[config.mk]
export PLATFORM = sky130hd
export DESIGN_NAME = uart_tx_buffer
export DESIGN_NICKNAME = d
export VERILOG_FILES = /design/src/rtl/uart_pkg.sv /design/src/rtl/sync_fifo.sv /design/src/rtl/uart_tx_buffer.sv
export SDC_FILE = /design/constraint.sdc
export NUM_CORES = 1
export LEC_CHECK = 0
export BUFFER_PORTS_ARGS = -buffer_cell sky130_fd_sc_hd__buf_2
export CORE_MARGIN = 1.5
export CORE_UTILIZATION = 31
export DETAILED_ROUTE_END_ITERATION = 7
export GPL_TIMING_DRIVEN = 0
export HOLD_SLACK_MARGIN = 0.02
export PLACE_DENSITY = 0.48
export SETUP_SLACK_MARGIN = 0.5
export SYNTH_ARGS = -nofsm -noshare
export SYNTH_HDL_FRONTEND = slang
export SYNTH_SLANG_ARGS = --single-unit
[constraint.sdc]
create_clock -name clk -period 3.7 [get_ports clk]
set_input_delay 0.74 -clock clk [delete_from_list [all_inputs] [get_ports clk]]
set_output_delay 0.74 -clock clk [all_outputs]
set_load 0.005 [all_outputs]
[src/rtl/uart_pkg.sv]
// ---------------------------------------------------------------------------
// uart_pkg
// Shared definitions for the UART transmit path (uart_tx_buffer, uart_tx).
//   - ST_*       : launch FSM state encoding used by uart_tx_buffer
//   - DATA_W_DEF : default byte width, matches the uart_tx data port
//   - PARITY_*   : parity_mode encodings understood by uart_tx
// No ports; import with "import uart_pkg::*;".
// ---------------------------------------------------------------------------
package uart_pkg;

   localparam int DATA_W_DEF = 8;

   typedef logic [1:0] fsm_state_t;
   localparam logic [1:0] ST_IDLE      = 2'd0;
   localparam logic [1:0] ST_LAUNCH    = 2'd1;
   localparam logic [1:0] ST_WAIT_DONE = 2'd2;

   typedef logic [1:0] parity_mode_t;
   localparam logic [1:0] PARITY_ODD   = 2'b11;
   localparam logic [1:0] PARITY_EVEN  = 2'b10;
   localparam logic [1:0] PARITY_MARK  = 2'b01;
   localparam logic [1:0] PARITY_SPACE = 2'b00;

endpackage

[src/rtl/sync_fifo.sv]
// ---------------------------------------------------------------------------
// sync_fifo
// Single-clock FIFO of 2**DEPTH_LOG2 entries with a registered read port.
// Ports:
//   clk, rst       : clock, synchronous active-high reset
//   flush          : synchronous clear of pointers and overflow; wins over
//                    any concurrent write or read
//   wr_en, wr_data : enqueue request and data (dropped when full)
//   rd_en          : pop head; head is copied into rd_data on the same edge
//   rd_data        : last popped entry, held until the next pop (reset 0)
//   full, empty    : occupancy flags derived from the pointers
//   level          : occupancy, wr_ptr - rd_ptr
//   overflow       : sticky, set by a write attempt while full
// ---------------------------------------------------------------------------
module sync_fifo #(
   parameter int DEPTH_LOG2 = 4,
   parameter int DATA_W     = 8
) (
   input  logic                  clk,
   input  logic                  rst,
   input  logic                  flush,
   input  logic                  wr_en,
   input  logic [DATA_W-1:0]     wr_data,
   input  logic                  rd_en,
   output logic [DATA_W-1:0]     rd_data,
   output logic                  full,
   output logic                  empty,
   output logic [DEPTH_LOG2:0]   level,
   output logic                  overflow
);

   localparam int DEPTH = 1 << DEPTH_LOG2;
   localparam int PTR_W = DEPTH_LOG2 + 1;

   // Pointers carry one extra MSB so full and empty are distinguishable.
   logic [PTR_W-1:0]  wr_ptr_q, wr_ptr_d;
   logic [PTR_W-1:0]  rd_ptr_q, rd_ptr_d;
   logic              overflow_q, overflow_d;
   logic [DATA_W-1:0] rd_data_q;
   logic [DATA_W-1:0] mem_q [DEPTH];
   logic              do_wr;
   logic              do_rd;

   assign empty = (wr_ptr_q == rd_ptr_q);
   assign full  = (wr_ptr_q[DEPTH_LOG2-1:0] == rd_ptr_q[DEPTH_LOG2-1:0]) &&
                  (wr_ptr_q[DEPTH_LOG2] != rd_ptr_q[DEPTH_LOG2]);
   assign level = wr_ptr_q - rd_ptr_q;

   assign do_wr = wr_en && !full  && !flush;
   assign do_rd = rd_en && !empty && !flush;

   always_comb begin
      wr_ptr_d   = wr_ptr_q;
      rd_ptr_d   = rd_ptr_q;
      overflow_d = overflow_q;
      if (flush) begin
         wr_ptr_d   = '0;
         rd_ptr_d   = '0;
         overflow_d = 1'b0;
      end else begin
         if (do_wr) wr_ptr_d = wr_ptr_q + PTR_W'(1);
         if (do_rd) rd_ptr_d = rd_ptr_q + PTR_W'(1);
         if (wr_en && full) overflow_d = 1'b1;
      end
   end

   always_ff @(posedge clk) begin
      if (rst) begin
         wr_ptr_q   <= '0;
         rd_ptr_q   <= '0;
         overflow_q <= 1'b0;
      end else begin
         wr_ptr_q   <= wr_ptr_d;
         rd_ptr_q   <= rd_ptr_d;
         overflow_q <= overflow_d;
      end
   end

   // Storage array has no reset so it maps onto block RAM.
   always_ff @(posedge clk) begin
      if (do_wr) mem_q[wr_ptr_q[DEPTH_LOG2-1:0]] <= wr_data;
   end

   // Registered read: a pop never targets the slot being written, because
   // a pop needs !empty and a write needs !full.
   always_ff @(posedge clk) begin
      if (rst) begin
         rd_data_q <= '0;
      end else if (do_rd) begin
         rd_data_q <= mem_q[rd_ptr_q[DEPTH_LOG2-1:0]];
      end
   end

   assign rd_data  = rd_data_q;
   assign overflow = overflow_q;

endmodule

[src/rtl/uart_tx_buffer.sv]
// ---------------------------------------------------------------------------
// uart_tx_buffer
// Byte FIFO plus launch FSM placed directly upstream of uart_tx. The host
// writes at full clock rate; the FSM hands bytes to uart_tx one at a time
// over its data/send/ready handshake.
// Ports:
//   clk, rst        : clock, synchronous active-high reset
//   wr_data, wr_en  : host enqueue
//   flush           : clear the FIFO (an in-flight byte still completes)
//   full, empty     : FIFO occupancy flags
//   level           : FIFO occupancy
//   overflow        : sticky write-while-full flag, cleared by rst/flush
//   idle            : registered (FIFO empty && FSM in IDLE)
//   tx_ready        : uart_tx ready (high when the transmitter is idle)
//   tx_send         : registered send strobe to uart_tx
//   tx_data         : registered byte to uart_tx, held for the whole frame
//   low_wm          : (UART_TXBUF_WATERMARK_EN only) registered refill
//                     request, high when level <= LOW_WM
// Build option: define UART_TXBUF_WATERMARK_EN to add LOW_WM and low_wm.
// ---------------------------------------------------------------------------
module uart_tx_buffer
   import uart_pkg::*;
#(
   parameter int DEPTH_LOG2 = 4,
   parameter int DATA_W     = DATA_W_DEF
`ifdef UART_TXBUF_WATERMARK_EN
   ,
   parameter int LOW_WM     = 2
`endif
) (
   input  logic                  clk,
   input  logic                  rst,
   input  logic [DATA_W-1:0]     wr_data,
   input  logic                  wr_en,
   input  logic                  flush,
   output logic                  full,
   output logic                  empty,
   output logic [DEPTH_LOG2:0]   level,
   output logic                  overflow,
   output logic                  idle,
`ifdef UART_TXBUF_WATERMARK_EN
   output logic                  low_wm,
`endif
   input  logic                  tx_ready,
   output logic                  tx_send,
   output logic [DATA_W-1:0]     tx_data
);

   logic [1:0] state_q, state_d;
   logic       send_q;
   logic       idle_q;
   logic       pop;
   logic       fifo_empty;

   // Pop only from IDLE; flush suppresses the pop so a cleared FIFO
   // never launches its old head.
   assign pop = (state_q == ST_IDLE) && !fifo_empty && tx_ready && !flush;

   sync_fifo #(
      .DEPTH_LOG2 (DEPTH_LOG2),
      .DATA_W     (DATA_W)
   ) u_fifo (
      .clk      (clk),
      .rst      (rst),
      .flush    (flush),
      .wr_en    (wr_en),
      .wr_data  (wr_data),
      .rd_en    (pop),
      .rd_data  (tx_data),
      .full     (full),
      .empty    (fifo_empty),
      .level    (level),
      .overflow (overflow)
   );

   assign empty = fifo_empty;

   always_comb begin
      state_d = state_q;
      case (state_q)
         ST_IDLE:      if (pop)       state_d = ST_LAUNCH;
         // uart_tx drops ready once it has taken the byte.
         ST_LAUNCH:    if (!tx_ready) state_d = ST_WAIT_DONE;
         ST_WAIT_DONE: if (tx_ready)  state_d = ST_IDLE;
         default:                     state_d = ST_IDLE;
      endcase
   end

   always_ff @(posedge clk) begin
      if (rst) begin
         state_q <= ST_IDLE;
         send_q  <= 1'b0;
         idle_q  <= 1'b1;
      end else begin
         state_q <= state_d;
         // Send tracks the LAUNCH state exactly, so it is high for the
         // whole LAUNCH residency and falls on the edge into WAIT_DONE.
         send_q  <= (state_d == ST_LAUNCH);
         idle_q  <= fifo_empty && (state_q == ST_IDLE);
      end
   end

   assign tx_send = send_q;
   assign idle    = idle_q;

`ifdef UART_TXBUF_WATERMARK_EN
   logic low_wm_q;

   always_ff @(posedge clk) begin
      if (rst) begin
         low_wm_q <= 1'b1;
      end else begin
         low_wm_q <= (32'(level) <= LOW_WM);
      end
   end

   assign low_wm = low_wm_q;
`endif

endmodule

==> reports/metrics.yaml, run 1 <==
synth.avg_cell_area_um2: 17.1
holdWs_ps: 475
hold_violations: 0
grt_start_max_net_pins: 17
path_cells: "buf_4, buf_6, inv_1, ha_4, nand4_1, nor2_1, buf_2"
num-nets-final: 433
worstReg2RegEnd: "u_fifo.mem_q[7][6]$_DFFE_PP_"
viasPerCell: 4.75
fin_tns_setup_ps: 0
io_buffer_count: 30
setup_ws_ps: 732
avgRoutedWirePerCell_um: 20.4
cp_max_fo: 10
r2r_slack_ps: 830
dp_hpwl_mm: 9.25
num_vias: 3246
grt_pass1_vias: 3424
finalMaxSlewViolations: 0
cts_buffer_depth: 2
fin_crit_sh: 0.802
synthTopCellsByCount: "edfxtp_1 (128), nor2_1 (32), mux4_2 (25)"
rsz0062_at_grt: "false"
synth-edff-count: 128
drcViolationCount: 0
cts_buffers: 17
root_buffer: "clkbuf_16"
cts_tree: "done"
rr_worst_depth: 7
synthArstFlopShare: 0
cp-end-kind: "output port"
final_area_um2: 7420
yosysSeqAreaShare: 0.711
path_buf_inv: 4
cpLargestDelayFamily: "buffers and inverters"
cts_hold_buf: 0
die_x_um: 143
cap_violations: 0
ys_ff_latch: 151
start_util: 0.319
grt_use_total: 0.150
worst_setup_path_start_kind: "flop"
pwr-share-comb: 0.027
grt_remaining_overflow: 0
arrival_ps: 2230
cts.reportedPaths.clkPinSlew_ps: 60
worstPathRequired_ps: 2960
skew_ps: 9.14
antennaDiodeCount: 0
hold_path_depth: 2
period_minus_slack_ps: 2970
hp-class: "reg2reg"
die_area_um2: 20400
clk_latency_ps: 420
status: "completed"
die_h_um: 143
power_mw: 3.80
crit_type: "reg2out"
cpMaxStageDelayCell: "dfxtp_1"
htreeDepth: 4
antenna_left: 0
tightest_slew_ps: 803
max_stage_delay_ps: 350
hp-start: "u_fifo.overflow$_SDFFE_PP0P_"
synth_nets: 376
switching_share: 0.203
p_clk_frac: 0.483
power_density_nw_per_um2: 512
syn-cell-area_um2: 6050
dr.first_iter.drc_count: 222
ir_drop_mv: 0.272
post-synth-top-count-cell: "edfxtp_1"
pwr-share-seq: 0.490
synth_cell_types: 42
fmax_mhz: 337
yosys.area.top_type: "edfxtp_1"
drive_gt1_frac: 0.307
power.switching_mw: 0.771
first_pass_iters: 4
std_cell_rows: 50
cp.depth: 7
synth-warning-count: 0
power_leakage_nw: 2.38
grt_pass1_wl_mm: 21.4
setup_viol: 0
intPower_mw: 3.03
holdPathEnd: "u_fifo.overflow$_SDFFE_PP0P_"
clkSinkCount: 151
r2r-start: "u_fifo.rd_ptr_q[2]$_SDFFE_PP0P_"
slew_headroom: 0.463
ys.flop_type: "edfxtp_1"
synth_top_area_share: 0.635
place_area_um2: 6530
area_growth_pct: 22.6
io_pins: 31
post-place-ws_ps: -288
routabilityCongestion: 0.762
core_area_um2: 19000
wirelength_mm: 13.9
synth_cells: 353
ys_top_cells_by_area: "edfxtp_1 (64%), mux4_2 (9.3%), dfxtp_1 (7.6%), mux2i_1 (2.5%), nor2_1 (2.0%)"
antenna_found_initial: 0
## sequential cells by signal (all words and copies together), names as in the netlist
register,count
u_fifo.overflow,1
tx_send,1
idle,1
state_q,2
u_fifo.rd_ptr_q,5
u_fifo.wr_ptr_q,5
u_fifo.rd_data,8
u_fifo.mem_q,128
## cell families (layout without fill, tap and decap cells)
family | Yosys count | in the layout | share of synthesized area
buffers and inverters | 29 | 99 | 0.0250
DFF | 151 | 151 | 0.711
adders and majority gates | 10 | 10 | 0.0219
and+or+nand+nor | 59 | 59 | 0.0469
xor gates and xnor gates | 12 | 12 | 0.0186
AOI/OAI and AO/OA | 52 | 52 | 0.0585
muxes | 40 | 40 | 0.118
## final cells by class
| cell class | instances | area, µm² |
|---|---|---|
| Inverter | 12 | 45.0 |
| Buffer | 17 | 115 |
| Multi-Input combinational cell | 173 | 1730 |
| Timing Repair Buffer | 38 | 273 |
| Clock inverter | 14 | 198 |
| Clock buffer | 18 | 429 |
| Tap cell | 260 | 325 |
| Fill cell | 1723 | 11500 |
| Sequential cell | 151 | 4300 |
## worst register-to-register path, cell delays in order (launching register included)
cell       delay, ps
dfxtp_1          350
buf_4            220
buf_6            200
inv_1            140
ha_4             290
nand4_1          210
o2111ai_1        330
nor2_1           740
## how the worst max path moves through the flow
stage	slack, ps	to	start
final	730	full	u_fifo.rd_ptr_q[2]$_SDFFE_PP0P_
after global routing	540	full	u_fifo.rd_ptr_q[2]$_SDFFE_PP0P_
after CTS	530	u_fifo.mem_q[1][5]$_DFFE_PP_	u_fifo.rd_ptr_q[2]$_SDFFE_PP0P_
after detailed placement	-290	u_fifo.mem_q[0][5]$_DFFE_PP_	u_fifo.rd_ptr_q[2]$_SDFFE_PP0P_
after global placement	-320	u_fifo.mem_q[2][5]$_DFFE_PP_	u_fifo.rd_ptr_q[2]$_SDFFE_PP0P_
after floorplan	820	u_fifo.mem_q[0][0]$_DFFE_PP_	u_fifo.rd_ptr_q[2]$_SDFFE_PP0P_
## metal layers
layer  vias up  global-route usage  wire length [µm]
li1       1507                   -                 -
met3        17              0.0362               668
met1      1647               0.198              6290
met4         0              0.0564               252
met5         -                   0                 0
met2        75               0.239              6730
## placed cells by master, fill, tap and decap left out, types with 4 or more instances in the layout
cell         n
edfxtp_1   128
a311oi_1     8
o22ai_1      6
mux2i_1     15
xnor2_1      8
ha_1         8
buf_2       35
nor2_4       9
bufinv_16    4
buf_4        8
clkbuf_1     5
buf_12       5
clkbuf_16   17
a22oi_1      8
a21o_1       4
nor2_1      22
mux4_2      25
dfxtp_1     23
a21oi_1     15
inv_1       12
## power by group through the flow
stage          registers [mW]  clock network, mW  logic, mW
2_1_floorplan            1.90                  0     0.0404
3_3_place_gp             1.90                  0     0.0941
3_5_place_dp             1.90                  0     0.0969
4_1_cts                  1.86               1.86      0.105
5_1_grt                  1.86               1.94      0.115
6_report                 1.86               1.83      0.104
## timing repair
item	CTS	global route
hold endpoints to repair	0	0
pin swaps	6	2
gates resized for setup	27	7
buffers inserted	8	0
setup endpoints to repair	124	115
## through the flow
stage	instances	utilization
global placement	643	0.344
floorplan	353	-
global route	683	0.391
detailed placement	643	0.344
finish	683	0.391
CTS	683	0.390
No activity file was read; power rests on OpenSTA's default activity.
==> run 2: changes to the inputs <==
Settings changed: ABC_AREA set to 1, PLACE_DENSITY 0.48 to 0.49.
Clock period 3.7 ns to 2.5 ns, I/O delays scaled along.
==> run 2 against run 1 <==
Die area rose by 11%. Worst hold slack worse by 190 ps. Synthesized cell count is 95% higher. Critical path depth up 2. Clock skew is 1.3 ps lower. Final area rose by 14%. Combinational power up 130%. Total power rose by 43%. Cell count increased by 54%. First-iteration DRC count grew 51%.
==> reports/metrics.yaml, run 2 <==
yosys.area.top_type: "edfxtp_1"
antennaDiodeCount: 0  # unchanged
power_density_nw_per_um2: 641  # +25%
final_common_cell: "nand2_1"
worstPathRequired_ps: 2000  # -960 ps
post-place-ws_ps: 89.9  # +378 ps
ir_drop_mv: 0.466  # +71%
ys_ff_latch: 151  # unchanged
fillCellCount: 2039  # +18%
slew_headroom: 0.640  # +0.177
clkSinkCount: 151  # unchanged
cp_max_fo: 4  # -6
setup_viol: 0  # unchanged
power.switching_mw: 1.17  # +51%
grt_start_max_net_pins: 17  # unchanged
die_area_um2: 22600  # +11%
synthArstFlopShare: 0  # unchanged
ys_top_cells_by_area: "edfxtp_1 (57%), nand2_1 (10%), nand3_1 (7.1%), dfxtp_1 (6.8%), inv_1 (6.3%)"
io_buffer_count: 30  # unchanged
synth_top_area_share: 0.571  # -0.0639
ys.flop_type: "edfxtp_1"
grt_pass1_vias: 4840  # +41%
yosysSeqAreaShare: 0.640  # -0.0715
fin_crit_sh: 0.911
arrival_ps: 1780  # -450 ps
final_cell_mix: "nand2_1 (182), edfxtp_1 (128), inv_1 (108)"
multi_input_area_um2: 2090  # +21%
hp-class: "in2reg"
power_leakage_nw: 3.51  # +47%
synth_cell_types: 28  # -33%
fmax_mhz: 439
skew_ps: 7.88  # -1.26 ps
worst_setup_path_start_kind: "flop"
synth-warning-count: 0  # unchanged
synth-edff-count: 128  # unchanged
start_util: 0.318  # -0.00118
hold_violations: 0  # unchanged
avgRoutedWirePerCell_um: 16.5  # -19%
grt_use_total: 0.165  # +0.0149
cp-end-kind: "output port"
drive_gt1_frac: 0.215  # -0.0921
dr.first_iter.drc_count: 336  # +51%
synthTopCellsByCount: "nand2_1 (188), edfxtp_1 (128), inv_1 (113)"
clk_latency_ps: 420  # about the same
crit_type: "reg2out"
largest_reg_flops: 128  # unchanged
pwr-share-comb: 0.043  # +0.016
cts_buffers: 17  # unchanged
root_buffer: "clkbuf_16"
cts_tree: "done"
cts.reportedPaths.clkPinSlew_ps: 60  # about the same
syn-cell-area_um2: 6730  # +11%
switching_share: 0.215  # +0.0117
status: "completed"
grt_remaining_overflow: 0  # unchanged
fin_tns_setup_ps: 0  # unchanged
synth.avg_cell_area_um2: 9.78  # -43%
die_x_um: 150  # +5.3%
ff_latch_area_um2: 4320  # +0.29%
synth_nets: 711  # +89%
rsz0062_at_grt: "true"
holdWs_ps: 283  # -192 ps
num_vias: 4778  # +47%
antenna_left: 0  # unchanged
finalMaxSlewViolations: 0  # unchanged
routabilityCongestion: 0.845  # +11%
cap_violations: 0  # unchanged
std_cell_rows: 53  # +6.0%
grt_pass1_wl_mm: 26.7  # +25%
area_growth_pct: 26.0
r2r-start: "u_fifo.rd_ptr_q[2]$_SDFFE_PP0P_"
core_area_um2: 21200  # +12%
synth_cells: 688  # +95%
pwr-share-seq: 0.507  # +0.017
hp-start: "rst"
antenna_found_initial: 0  # unchanged
viasPerCell: 4.55  # -4.3%
setup_ws_ps: 221  # -510 ps
p_clk_frac: 0.450  # -0.033
first_pass_iters: 5  # +1
startpoint: "u_fifo.rd_ptr_q[2]$_SDFFE_PP0P_"
htreeDepth: 4  # unchanged
drcViolationCount: 0  # unchanged
io_pins: 31  # unchanged
post-synth-top-count-cell: "nand2_1"
cts_hold_buf: 0  # unchanged
period_minus_slack_ps: 2280
cts_buffer_depth: 2  # unchanged
die_h_um: 150  # +5.3%
num-nets-final: 787  # +82%
tightest_slew_ps: 538  # -265 ps
wirelength_mm: 17.3  # +24%
dp_hpwl_mm: 11.8  # +28%
intPower_mw: 4.27  # +41%
==> run 2: worst max-delay path, stage by stage, from the launching register on <==
cell and delay [ps]:
dfxtp_2 340, buf_6 100, buf_6 90, inv_4 30, ha_4 290, nand2_4 70
nor2_4 160, nand3_4 100, inv_2 80, buf_6 90
==> run 2: per-layer routing <==
| layer | GRT usage | up-vias | part of all wire |
|---|---|---|---|
| li1 | - | 2360 | - |
| met1 | 0.208 | 2277 | 0.43 |
| met2 | 0.272 | 110 | 0.49 |
| met3 | 0.0355 | 31 | 0.046 |
| met4 | 0.0711 | 0 | 0.031 |
| met5 | 0 | - | 0 |
==> run 2: cell type report <==
type,instances,area share
clock inverter,14,0.0159
inverter,119,0.0562
multi-input combinational,392,0.247
buffer,26,0.0248
sequential,151,0.509
timing repair buffer,57,0.0562
tap,275,0.0406
clock buffer,17,0.0502
==> run 2: kinds of logic (layout without fill, tap and decap cells) <==
logic type               count (synthesis)  count (layout)  synth area share
AO/OA/AOI/OAI                           31              31            0.0242
AND/OR/NAND/NOR                        344             344             0.215
flip-flops                             151             151             0.640
XOR/XNOR                                 7               7           0.00911
adder cells (fa/ha/maj)                 10              10            0.0197
buffers and inverters                  145             233            0.0926
==> run 2: worst paths after layout <==
path,end,slack [ps],depth (start not counted)
setup reg to reg,u_fifo.mem_q[8][3]$_DFFE_PP_,400,13
setup / recovery,full,220,9
hold / removal,state_q[0]$_SDFF_PP0_,280,2
hold reg to reg,u_fifo.overflow$_SDFFE_PP0P_,450,2
==> run 2: timing repair <==
item | CTS | global route
endpoints found under the setup margin | 140 | 134
setup buffers | 18 | 9
pin swaps | 19 | 12
resized for setup | 28 | 14
==> run 2: stage by stage <==
step	total power [mW]	cell area, µm²	std cells	utilization
6_report	5.43	8480	1051	0.401
5_1_grt	5.60	8480	1051	0.401
4_1_cts	5.48	8330	1042	0.394
3_5_place_dp	3.03	7470	993	0.353
3_3_place_gp	3.02	7470	993	0.353
2_1_floorplan	2.92	6980	688	-
==> run 2: power by group through the flow <==
stage / registers (mW) / clock network (mW) / logic [mW]
floorplan: 2.81 / 0 / 0.111
global placement: 2.81 / 0 / 0.215
detailed placement: 2.81 / 0 / 0.220
CTS: 2.75 / 2.49 / 0.233
global route: 2.75 / 2.58 / 0.260
finish: 2.75 / 2.45 / 0.235
